<file path="config.mk">
export PLATFORM = sky130hd
export DESIGN_NAME = axi_ad9364_dac_pattern_gen_flat
export DESIGN_NICKNAME = d
export VERILOG_FILES = /design/src/rtl/axi_ad9364_dac_pattern_gen_pkg.sv /design/src/rtl/axi_ad9364_dac_pattern_gen_if.sv /design/src/rtl/axi_ad9364_dac_pattern_gen_pn16.sv /design/src/rtl/axi_ad9364_dac_pattern_gen.sv /design/src/flat_wrapper.sv
export SDC_FILE = /design/constraint.sdc
export NUM_CORES = 1
export LEC_CHECK = 0
export BUFFER_PORTS_ARGS = -buffer_cell sky130_fd_sc_hd__buf_2
export CORE_MARGIN = 4
export CORE_UTILIZATION = 52
export CTS_CLUSTER_DIAMETER = 80
export CTS_CLUSTER_SIZE = 25
export DETAILED_ROUTE_END_ITERATION = 6
export GPL_TIMING_DRIVEN = 0
export PLACE_DENSITY = 0.77
export SETUP_SLACK_MARGIN = 0.05
export SYNTH_ARGS = -nofsm -noshare
export SYNTH_HDL_FRONTEND = slang
export SYNTH_SLANG_ARGS = --single-unit
</file>
<file path="constraint.sdc">
create_clock -name clk -period 2.5 [get_ports clk]
set_clock_uncertainty 0.1 [all_clocks]
set_input_delay 0.375 -clock clk [delete_from_list [all_inputs] [get_ports clk]]
set_output_delay 0.375 -clock clk [all_outputs]
set_load 0.05 [all_outputs]
</file>
<file path="src/rtl/axi_ad9364_dac_pattern_gen_pkg.sv">
// Shared definitions for the AD9364 DAC pattern generator and future receive-side checkers.
// Contents: pattern mode encodings, PN16 seed and tap positions, and the PN16 next-state function.
// No ports; import with axi_ad9364_dac_pattern_gen_pkg::*.
package axi_ad9364_dac_pattern_gen_pkg;

  typedef enum logic [1:0] {
    MODE_ZERO = 2'd0,
    MODE_ALT  = 2'd1,
    MODE_RAMP = 2'd2,
    MODE_PN16 = 2'd3
  } pat_mode_t;

  localparam logic [15:0] PN16_SEED  = 16'hFFFF;
  localparam int          PN16_TAP_A = 15;
  localparam int          PN16_TAP_B = 13;
  localparam int          PN16_TAP_C = 12;
  localparam int          PN16_TAP_D = 10;

  // Fibonacci step: shift left, feedback enters at bit 0.
  function automatic logic [15:0] pn16_next(input logic [15:0] l);
    return {l[14:0], l[PN16_TAP_A] ^ l[PN16_TAP_B] ^ l[PN16_TAP_C] ^ l[PN16_TAP_D]};
  endfunction

endpackage

</file>
<file path="src/rtl/axi_ad9364_dac_pattern_gen_if.sv">
// DAC sample bus between the pattern generator and axi_ad9364_dig_if.
// Signals: dac_valid strobe, four I/Q words, dac_r1_mode, running sample_count.
// Modports: master = generator (drives), slave = consumer (observes).
interface axi_ad9364_dac_pattern_gen_if #(
  parameter int DATA_WIDTH = 12
);
  logic                  dac_valid;
  logic [DATA_WIDTH-1:0] dac_data_i1;
  logic [DATA_WIDTH-1:0] dac_data_q1;
  logic [DATA_WIDTH-1:0] dac_data_i2;
  logic [DATA_WIDTH-1:0] dac_data_q2;
  logic                  dac_r1_mode;
  logic [15:0]           sample_count;

  modport master (
    output dac_valid, dac_data_i1, dac_data_q1, dac_data_i2, dac_data_q2,
    output dac_r1_mode, sample_count
  );

  modport slave (
    input dac_valid, dac_data_i1, dac_data_q1, dac_data_i2, dac_data_q2,
    input dac_r1_mode, sample_count
  );
endinterface

</file>
<file path="src/rtl/axi_ad9364_dac_pattern_gen_pn16.sv">
// 16-bit Fibonacci PN16 generator with advance and reinit, shared with receive-side checkers.
// Ports: clk, rstn (async active-low), advance (one step), reinit (back to seed), state (current value).
// reinit together with advance yields the step after the seed, so a fresh sequence can be consumed in one cycle.
module axi_ad9364_pn16
  import axi_ad9364_dac_pattern_gen_pkg::*;
(
  input  logic        clk,
  input  logic        rstn,
  input  logic        advance,
  input  logic        reinit,
  output logic [15:0] state
);

  logic [15:0] base;

  assign base = reinit ? PN16_SEED : state;

  always_ff @(posedge clk or negedge rstn) begin
    if (!rstn) begin
      state <= PN16_SEED;
    end else if (advance) begin
      state <= pn16_next(base);
    end else begin
      state <= base;
    end
  end

endmodule

</file>
<file path="src/rtl/axi_ad9364_dac_pattern_gen.sv">
// DAC test-pattern source (zero / alternating / ramp / PN16) for axi_ad9364_dig_if, 1- or 2-channel.
// Ports: clk, rstn (async active-low), enable, mode[1:0], r1_mode; dac (master modport) carries the outputs.
// One strobe every CLK_RATIO_R1/_R2 clocks while enabled; data registered one clock after the boundary.
module axi_ad9364_dac_pattern_gen
  import axi_ad9364_dac_pattern_gen_pkg::*;
#(
  parameter int DATA_WIDTH   = 12,
  parameter int CLK_RATIO_R1 = 2,
  parameter int CLK_RATIO_R2 = 4,
  parameter logic [DATA_WIDTH-1:0] PAT_I_A = DATA_WIDTH'(12'o2064),
  parameter logic [DATA_WIDTH-1:0] PAT_I_B = DATA_WIDTH'(12'o4402),
  parameter logic [DATA_WIDTH-1:0] PAT_Q_A = DATA_WIDTH'(12'o1753),
  parameter logic [DATA_WIDTH-1:0] PAT_Q_B = DATA_WIDTH'(12'o1337)
) (
  input  logic       clk,
  input  logic       rstn,
  input  logic       enable,
  input  logic [1:0] mode,
  input  logic       r1_mode,
  axi_ad9364_dac_pattern_gen_if.master dac
);

  localparam int RMAX  = (CLK_RATIO_R1 > CLK_RATIO_R2) ? CLK_RATIO_R1 : CLK_RATIO_R2;
  localparam int CNT_W = $clog2(RMAX);
  localparam logic [DATA_WIDTH-1:0] HALF = DATA_WIDTH'(1) << (DATA_WIDTH - 1);

  logic [CNT_W-1:0]      cnt;
  logic                  r1_lat;
  pat_mode_t             mode_lat;
  logic                  phase;
  logic [DATA_WIDTH-1:0] ramp;
  logic [15:0]           lfsr;

  pat_mode_t             mode_new;
  logic                  boundary;
  logic                  reinit;
  logic                  cnt_last;
  logic                  cur_phase;
  logic [DATA_WIDTH-1:0] cur_ramp;
  logic [DATA_WIDTH-1:0] ramp_hi;
  logic [15:0]           cur_lfsr;
  logic [DATA_WIDTH-1:0] nxt_i1, nxt_q1, nxt_i2, nxt_q2;

  assign mode_new = pat_mode_t'(mode);
  assign boundary = enable && (cnt == '0);
  assign reinit   = boundary && (mode_new != mode_lat);
  // At cnt == 0 this compare is never true (ratios >= 2), so a ratio change
  // latched on the boundary only governs the counting that follows it.
  assign cnt_last = (cnt == CNT_W'(r1_lat ? CLK_RATIO_R1 - 1 : CLK_RATIO_R2 - 1));

  // A mode change makes the first set of the new mode start from initial state.
  assign cur_phase = reinit ? 1'b0 : phase;
  assign cur_ramp  = reinit ? '0 : ramp;
  assign cur_lfsr  = reinit ? PN16_SEED : lfsr;
  assign ramp_hi   = cur_ramp + HALF;

  axi_ad9364_pn16 u_pn16 (
    .clk     (clk),
    .rstn    (rstn),
    .advance (boundary && (mode_new == MODE_PN16)),
    .reinit  (reinit),
    .state   (lfsr)
  );

  always_comb begin
    nxt_i1 = '0;
    nxt_q1 = '0;
    nxt_i2 = '0;
    nxt_q2 = '0;
    case (mode_new)
      MODE_ALT: begin
        nxt_i1 = cur_phase ? PAT_I_B : PAT_I_A;
        nxt_q1 = cur_phase ? PAT_Q_B : PAT_Q_A;
        nxt_i2 = nxt_i1;
        nxt_q2 = nxt_q1;
      end
      MODE_RAMP: begin
        nxt_i1 = cur_ramp;
        nxt_q1 = ~cur_ramp;
        nxt_i2 = ramp_hi;
        nxt_q2 = ~ramp_hi;
      end
      MODE_PN16: begin
        nxt_i1 = cur_lfsr[DATA_WIDTH-1:0];
        nxt_q1 = ~cur_lfsr[DATA_WIDTH-1:0];
        nxt_i2 = cur_lfsr[15 -: DATA_WIDTH];
        nxt_q2 = ~cur_lfsr[15 -: DATA_WIDTH];
      end
      default: begin
        nxt_i1 = '0;
      end
    endcase
    if (r1_mode) begin
      nxt_i2 = '0;
      nxt_q2 = '0;
    end
  end

  assign dac.dac_r1_mode = r1_lat;

  always_ff @(posedge clk or negedge rstn) begin
    if (!rstn) begin
      cnt              <= '0;
      r1_lat           <= 1'b0;
      mode_lat         <= MODE_ZERO;
      phase            <= 1'b0;
      ramp             <= '0;
      dac.dac_valid    <= 1'b0;
      dac.dac_data_i1  <= '0;
      dac.dac_data_q1  <= '0;
      dac.dac_data_i2  <= '0;
      dac.dac_data_q2  <= '0;
      dac.sample_count <= '0;
    end else begin
      dac.dac_valid <= boundary;
      if (!enable || cnt_last) begin
        cnt <= '0;
      end else begin
        cnt <= cnt + 1'b1;
      end
      if (boundary) begin
        mode_lat         <= mode_new;
        r1_lat           <= r1_mode;
        phase            <= (mode_new == MODE_ALT) ? ~cur_phase : cur_phase;
        ramp             <= (mode_new == MODE_RAMP) ? cur_ramp + 1'b1 : cur_ramp;
        dac.dac_data_i1  <= nxt_i1;
        dac.dac_data_q1  <= nxt_q1;
        dac.dac_data_i2  <= nxt_i2;
        dac.dac_data_q2  <= nxt_q2;
        dac.sample_count <= dac.sample_count + 16'd1;
      end
    end
  end

endmodule

</file>
<file path="src/flat_wrapper.sv">
// flat-port wrapper written by rule: the top's interface ports become plain ports
module axi_ad9364_dac_pattern_gen_flat import axi_ad9364_dac_pattern_gen_pkg::*;
#(
  parameter int DATA_WIDTH   = 12,
  parameter int CLK_RATIO_R1 = 2,
  parameter int CLK_RATIO_R2 = 4,
  parameter logic [DATA_WIDTH-1:0] PAT_I_A = DATA_WIDTH'(12'o2064),
  parameter logic [DATA_WIDTH-1:0] PAT_I_B = DATA_WIDTH'(12'o4402),
  parameter logic [DATA_WIDTH-1:0] PAT_Q_A = DATA_WIDTH'(12'o1753),
  parameter logic [DATA_WIDTH-1:0] PAT_Q_B = DATA_WIDTH'(12'o1337)
)
  (clk, rstn, enable, mode, r1_mode, dac_dac_valid, dac_dac_data_i1, dac_dac_data_q1, dac_dac_data_i2, dac_dac_data_q2, dac_dac_r1_mode, dac_sample_count);
  axi_ad9364_dac_pattern_gen_if #(.DATA_WIDTH(DATA_WIDTH)) dac_i ();
  input  logic clk;
  input  logic rstn;
  input  logic enable;
  input  logic [1:0] mode;
  input  logic r1_mode;
  output wire logic [$bits(dac_i.dac_valid)-1:0] dac_dac_valid;
  output wire logic [$bits(dac_i.dac_data_i1)-1:0] dac_dac_data_i1;
  output wire logic [$bits(dac_i.dac_data_q1)-1:0] dac_dac_data_q1;
  output wire logic [$bits(dac_i.dac_data_i2)-1:0] dac_dac_data_i2;
  output wire logic [$bits(dac_i.dac_data_q2)-1:0] dac_dac_data_q2;
  output wire logic [$bits(dac_i.dac_r1_mode)-1:0] dac_dac_r1_mode;
  output wire logic [$bits(dac_i.sample_count)-1:0] dac_sample_count;
  assign dac_dac_valid = dac_i.dac_valid;
  assign dac_dac_data_i1 = dac_i.dac_data_i1;
  assign dac_dac_data_q1 = dac_i.dac_data_q1;
  assign dac_dac_data_i2 = dac_i.dac_data_i2;
  assign dac_dac_data_q2 = dac_i.dac_data_q2;
  assign dac_dac_r1_mode = dac_i.dac_r1_mode;
  assign dac_sample_count = dac_i.sample_count;
  axi_ad9364_dac_pattern_gen #(.DATA_WIDTH(DATA_WIDTH), .CLK_RATIO_R1(CLK_RATIO_R1), .CLK_RATIO_R2(CLK_RATIO_R2), .PAT_I_A(PAT_I_A), .PAT_I_B(PAT_I_B), .PAT_Q_A(PAT_Q_A), .PAT_Q_B(PAT_Q_B)) u_core (.clk(clk), .rstn(rstn), .enable(enable), .mode(mode), .r1_mode(r1_mode), .dac(dac_i));
endmodule
</file>
==> results.sh, run 1 <==
export IMPL_period_needed_ps=2350
export IMPL_start_kind="register"
export IMPL_htree_num_levels=3
export IMPL_drv_cap=0
export IMPL_required_ps=2670
export IMPL_ys_ff_latch=99
export IMPL_dp_hpwl_um=10800
export IMPL_crit_chain="inv_1, ha_4, nand2_8, buf_4, clkbuf_1, clkbuf_1, nor2_1, a22o_1"
export IMPL_avgSynthCellArea_um2=9.68
export IMPL_grt_ovfl_total=0
export IMPL_fp_dieW_um=105
export IMPL_r2r_end="u_core.dac.dac_data_i2[9]"
export IMPL_yosysWarnings=0
export IMPL_status="complete, no violations"
export IMPL_io_pins=72
export IMPL_initial_core_util_pct=52.9
export IMPL_avgRoutedWirePerCell_um=20.7
export IMPL_cts_tree="yes"
export IMPL_drive_gt1_share_pct=25.2
export IMPL_crit_top_cell="clkbuf_1"
export IMPL_yosysUniqueCellTypes=60
export IMPL_diodes=0
export IMPL_critPathCapture="u_core.dac.dac_data_i2[9]"
export IMPL_tns_ps=0
export IMPL_drt_first_pass_iters=6
export IMPL_r2r_cells=8
export IMPL_power_density_nw_per_um2=861
export IMPL_final_max_slew_viol_count=0
export IMPL_drt_wl_total_um=14800
export IMPL_design_core_area_um2=9200
export IMPL_finalHoldViolCount=0
export IMPL_dr_first_iter_drc_count=412
export IMPL_end_kind="register"
export IMPL_viasPerCell=6.24
export IMPL_grt_first_pass_wirelength_um=23900
export IMPL_syn_to_final_growth_pct=19.9
export IMPL_fin_util_pct=63.5
export IMPL_gp_congestion=0.973
export IMPL_period_share_pct=94.1
export IMPL_synth_edf_count=0
export IMPL_clk_latency_ps=370
export IMPL_route_detailed_drc=0
export IMPL_clock_sinks=99
export IMPL_rr_startpoint="u_core.cnt[0]"
export IMPL_antenna_found_initial=0
export IMPL_critPathKind="register to register"
export IMPL_netlist_area_um2=4870
export IMPL_nets=611
export IMPL_layout_cells_non_filler=714
export IMPL_ys_flop_type="dfrtp_1"
export IMPL_tightest_slew_ps=762
export IMPL_cp_arrival_ps=2520
export IMPL_clk_root_buffer_cell="clkbuf_8"
export IMPL_fillers=781
export IMPL_ant_nets=0
export IMPL_die_area_um2=11000
export IMPL_max_freq_mhz=425
export IMPL_rsz0062_at_grt="no"
export IMPL_cts_buffers_inserted=9
export IMPL_min_path_type="primary input to register"
export IMPL_grt_total_usage_pct=27.7
export IMPL_async_flop_share_pct=100
export IMPL_max_slew_margin_pct=49.2
export IMPL_setup_viol=0
export IMPL_port_buffer_count=69
export IMPL_dp_cells=684
export IMPL_dieHeight_um=105
export IMPL_num_rows=35
export IMPL_clkTransAtPathRegs_ps=100
export IMPL_syn_nets=516
export IMPL_seq_area_frac_synth_pct=51.3
export IMPL_critPathMaxFanout=10
export IMPL_p_leak_nw=2.72
export IMPL_grt_max_degree=55
export IMPL_synthCells=503
export IMPL_slowest_stage="clkbuf_1"
export IMPL_ff2ff_setup_slack_ps=150
export IMPL_clk_path_buf_depth=2
export IMPL_vdd_drop_max_mv=0.469
export IMPL_max_stage_delay_ps=510
export IMPL_grt_pass1_vias=4339
export IMPL_via_count=4454
export IMPL_cp_startpoint="u_core.cnt[0]"
-- registers in the layout, indices dropped and copies added, names as in the netlist --
name                     flops
u_core.cnt                   2
u_core.dac.dac_data_i1      12
u_core.dac.dac_data_i2      12
u_core.dac.dac_data_q1      12
u_core.dac.dac_data_q2      12
u_core.dac.dac_r1_mode       1
u_core.dac.dac_valid         1
u_core.dac.sample_count     16
u_core.mode_lat              2
u_core.phase                 1
u_core.ramp                 12
u_core.u_pn16.state         16
-- per-stage QoR --
| step | hold WS, ps | instance area (um2) | power, mW | worst slack (ps) |
|---|---|---|---|---|
| 6_report | 207 | 5840 | 5.03 | 147 |
| 5_1_grt | 221 | 5840 | 5.27 | 2.98 |
| 4_1_cts | 216 | 5770 | 5.00 | 60.1 |
| 3_5_place_dp | 319 | 5430 | 3.88 | -551 |
| 3_3_place_gp | 339 | 5400 | 3.84 | -526 |
| 2_1_floorplan | -20.6 | 4920 | 3.37 | 65.0 |
-- layer usage --
layer	share of wire [%]	routed length, um	vias to the layer above	GRT usage [%]
li1	-	-	2002	-
met1	43	6400	2232	37.5
met5	0	0	-	0
met4	2.9	426	0	8.34
met3	7.2	1070	41	6.61
met2	47	6930	179	44.3
-- layout by cell type (no fill, tap or decap), types with 6 or more instances in the layout --
master    netlist  layout
a21oi_1        21      21
a22o_1          7       7
a31oi_1         8       8
and3_1          9       9
buf_2           4      71
buf_4           2      16
clkbuf_1       25      19
clkbuf_2        1       8
clkbuf_8        0       9
dfrtp_1        83      82
dfstp_2        16      16
inv_1           7       7
nand2_1        87      86
nand3_1        25      25
nand4_1         9       9
nor2_1         21      21
o211ai_1        9       9
o21ai_0        36      36
o221ai_1        6       6
xnor2_1        18      18
xor2_1          7       6
-- power by group --
part	switching (mW)	total (mW)	internal [mW]	leakage [nW]
sequential	0.221	2.12	1.90	1.26
clock	0.605	1.09	0.481	0.107
combinational	1.33	1.83	0.493	1.35
total	2.16	5.03	2.87	2.72
-- logic make-up (layout without fill, tap and decap cells) --
family                   Yosys count  after routing  synth area share, %
AO/OA/AOI/OAI                    133            133                 18.2
XOR/XNOR                          28             28                 5.50
adder cells (fa/ha/maj)            7              7                 1.80
buffers and inverters             44            144                 3.83
flip-flops                        99             99                 51.3
multiplexers                       1              1                0.231
AND/OR/NAND/NOR                  191            191                 19.1
-- final cells by class --
type                    count  area [um2]  area share, %
multi-input cells         360        2290           39.2
flip-flops and latches     99        2500           42.8
inverters                   8        42.5          0.729
repair buffers             85         490           8.40
well taps                 111         139           2.38
clock buffers               9         124           2.12
plain buffers              35         171           2.94
clock inverters             7        81.3           1.39
-- critical path: cells and delay by family (launching register included) --
family / cells / cell delay [ps]
flops: 1 / 360
buf+inv: 4 / 1100
fa+ha+maj: 1 / 190
compound gates: 1 / 230
simple gates: 2 / 260
-- synthesized netlist by cell type (all sizes together), types with 8 or more instances --
cell type / count / area, um2
dfstp: 16 / 420
xor2: 8 / 77.6
a21oi: 22 / 114
clkbuf: 26 / 98.8
nand3: 25 / 125
o211ai: 9 / 67.6
xnor2: 20 / 190
nand2: 88 / 333
o21ai: 37 / 185
a31oi: 8 / 50.1
nand4: 9 / 56.3
and3: 9 / 56.3
dfrtp: 83 / 2080
buf: 10 / 57.6
nor2: 21 / 78.8
-- how the worst min path moves through the flow --
stage / from / end / slack, ps / cells after the start
6_report: enable / u_core.cnt[1] / 210 / 3
5_1_grt: enable / u_core.cnt[1] / 220 / 3
4_1_cts: enable / u_core.cnt[1] / 220 / 3
3_5_place_dp: rstn / u_core.dac.sample_count[11] / 320 / 1
3_3_place_gp: u_core.cnt[0] / u_core.cnt[0] / 340 / 1
2_1_floorplan: rstn / u_core.cnt[0] / -20 / 0
-- what timing repair did --
action,4_1_cts,5_1_grt
buffers inserted,7,7
hold buffers,1,0
gates cloned,0,0
gates resized for setup,14,12
pin swaps,5,6
endpoints found under the hold margin,45,0
setup endpoints to repair,17,23
Note: power is estimated with default switching activity, not from simulation.
==> run 2, diff against run 1 <==
BUFFER_PORTS_ARGS = unset   (was -buffer_cell sky130_fd_sc_hd__buf_2)
CORE_ASPECT_RATIO = 0.75   (was unset)
CORE_UTILIZATION = 57   (was 52)
DONT_BUFFER_PORTS = 1   (was unset)
PLACE_DENSITY = 0.75   (was 0.77)
SETUP_SLACK_MARGIN = unset   (was 0.05)
==> run 2 against run 1 <==
  * The flow now finishes with violations (hold timing)
  * Utilization increased by 5.0 points
  * Sequential share of layout area increased by 2.3 points
  * Flip-flop and latch count unchanged
  * Routed wire length increased by 0.92%
  * First-iteration DRC count increased by 15%
  * Via count decreased by 5.8%
  * Fmax decreased by 3.8%
  * Clock-buffer cell count increased by 4
  * Critical path depth increased by 1
  * Global-route usage increased by 3.7 points
  * Largest cell class unchanged
==> results.sh, run 2 (same netlist as run 1, synthesis figures left out) <==
export IMPL_status="finished with violations"
export IMPL_failed_checks="hold timing"
export IMPL_place_area_um2=5030
export IMPL_finish_instance_area_um2=5540
export IMPL_fin_util_pct=68.4
export IMPL_grt_max_degree=100
export IMPL_viasPerCell=6.56
export IMPL_r2r_end="u_core.ramp[10]"
export IMPL_diodes=0
export IMPL_cts_tree="yes"
export IMPL_dp_hpwl_um=10700
export IMPL_num_rows=28
export IMPL_die_area_um2=10100
export IMPL_ff2ff_setup_slack_ps=50
export IMPL_cp_arrival_ps=2630
export IMPL_avgRoutedWirePerCell_um=23.4
export IMPL_dr_first_iter_drc_count=474
export IMPL_seq_power_share_pct=56.5
export IMPL_hold_ws_ps=-382
export IMPL_dieHeight_um=88.0
export IMPL_finalHoldViolCount=99
export IMPL_p_leak_nw=2.41
export IMPL_initial_core_util_pct=60.2
export IMPL_port_buffer_count=0
export IMPL_layout_commonest_cell="nand2_1"
export IMPL_power_density_nw_per_um2=916
export IMPL_syn_to_final_growth_pct=13.8
export IMPL_min_path_type="primary input to async pin"
export IMPL_rsz0062_at_grt="no"
export IMPL_combPwrFrac_pct=17.5
export IMPL_start_kind="register"
export IMPL_antenna_found_initial=0
export IMPL_grt_ovfl_total=0
export IMPL_grt_pass1_vias=4119
export IMPL_max_freq_mhz=409
export IMPL_grt_first_pass_wirelength_um=23500
export IMPL_io_pins=72
export IMPL_period_share_pct=97.8
export IMPL_final_cell_mix="nand2_1, dfrtp_1, o21ai_0"
export IMPL_required_ps=2680
export IMPL_fp_dieW_um=115
export IMPL_drive_gt1_share_pct=15.3
export IMPL_clkTransAtPathRegs_ps=70
export IMPL_htree_num_levels=3
export IMPL_ant_nets=0
export IMPL_clock_sinks=99
export IMPL_setup_viol=0
export IMPL_max_slew_margin_pct=47.4
export IMPL_route_detailed_drc=0
export IMPL_r2r_cells=9
export IMPL_clk_path_buf_depth=2
export IMPL_p_switching_mw=2.10
export IMPL_rr_startpoint="u_core.mode_lat[0]"
export IMPL_drt_wl_total_um=15000
export IMPL_grt_total_usage_pct=31.4
export IMPL_pwr_share_clk_pct=25.9
export IMPL_fillers=626
export IMPL_drt_first_pass_iters=5
export IMPL_period_needed_ps=2450
export IMPL_critPathMaxFanout=7
export IMPL_nets=543
export IMPL_vdd_drop_max_mv=0.743
export IMPL_p_total_mw=5.07
export IMPL_reg_top3="u_core.dac.sample_count: 16 flops, u_core.u_pn16.state: 16 flops"
export IMPL_clk_latency_ps=350
export IMPL_tightest_slew_ps=789
export IMPL_critPathKind="register to register"
export IMPL_drv_cap=0
export IMPL_cts_buffers_inserted=9
export IMPL_gp_congestion=0.971
export IMPL_via_count=4197
export IMPL_end_kind="register"
export IMPL_final_max_slew_viol_count=0
export IMPL_intPower_mw=2.97
export IMPL_design_core_area_um2=8090
export IMPL_clk_root_buffer_cell="clkbuf_16"
export IMPL_swShare_pct=41.3
run 2: changes by cell type in the layout (fill, tap and decap cells not counted), sizes merged:
cell | before | now
buf | 92 | 27
clkinvlp | 0 | 2
inv | 11 | 7
clkbuf | 36 | 38
dlygate4sd3 | 1 | 0
bufinv | 1 | 0
clkinv | 3 | 2
run 2: worst max-delay path by stage:
stage	startpoint	slack (ps)	to
6_report	u_core.mode_lat[0]	50	u_core.ramp[10]
3_3_place_gp	mode[0]	-560	u_core.dac.dac_data_q2[4]
5_1_grt	u_core.cnt[0]	0.7	u_core.dac.dac_data_i1[0]
2_1_floorplan	mode[1]	0.8	u_core.ramp[10]
4_1_cts	u_core.mode_lat[0]	40	u_core.ramp[10]
3_5_place_dp	mode[0]	-630	u_core.dac.dac_data_i1[11]
run 2: stage by stage:
| step | cells | setup TNS, ps | worst slack (ps) |
|---|---|---|---|
| finish | 640 | 0 | 53.9 |
| global route | 640 | 0 | 0.713 |
| CTS | 634 | 0 | 42.9 |
| detailed placement | 608 | -11160 | -631 |
| global placement | 608 | -9630 | -563 |
| floorplan | 503 | 0 | 0.780 |
run 2: layer usage:
layer	part of all wire [%]	vias up	GRT usage, %
met5	0	-	0
met4	2.1	0	10.8
met3	11	25	9.46
met2	43	235	44.7
met1	44	2070	45.7
li1	-	1867	-
run 2: final cells by class:
cell class / count / area [um2] / area share [%]
clock buffers: 13 / 260 / 4.70
repair buffers: 17 / 128 / 2.30
well taps: 105 / 131 / 2.37
multi-input cells: 360 / 2290 / 41.3
plain buffers: 35 / 165 / 2.98
flip-flops and latches: 99 / 2500 / 45.1
clock inverters: 3 / 23.8 / 0.429
inverters: 8 / 42.5 / 0.768
run 2: critical path, stage by stage (launching register included):
cell     delay [ps]
dfrtp_1         380
buf_6           130
xor2_4          180
o21ai_4         200
and2_4          190
ha_4            150
nand2_4          50
or3_4           350
or4_4           520
a21oi_2         140
run 2: power by group through the flow:
stage               clock (mW)  combinational [mW]  sequential [mW]
floorplan                    0               0.573             2.79
global placement             0               0.743             2.89
detailed placement           0               0.761             2.90
CTS                       1.34               0.843             2.86
global route              1.41               0.984             2.90
finish                    1.32               0.888             2.87
run 2: repair_timing:
action | in CTS | in global routing
endpoints found under the setup margin | 23 | 15
gates cloned | 0 | 0
setup buffers | 10 | 7
gates resized for setup | 18 | 8
pin swaps | 5 | 6
endpoints found under the hold margin | 99 | 99
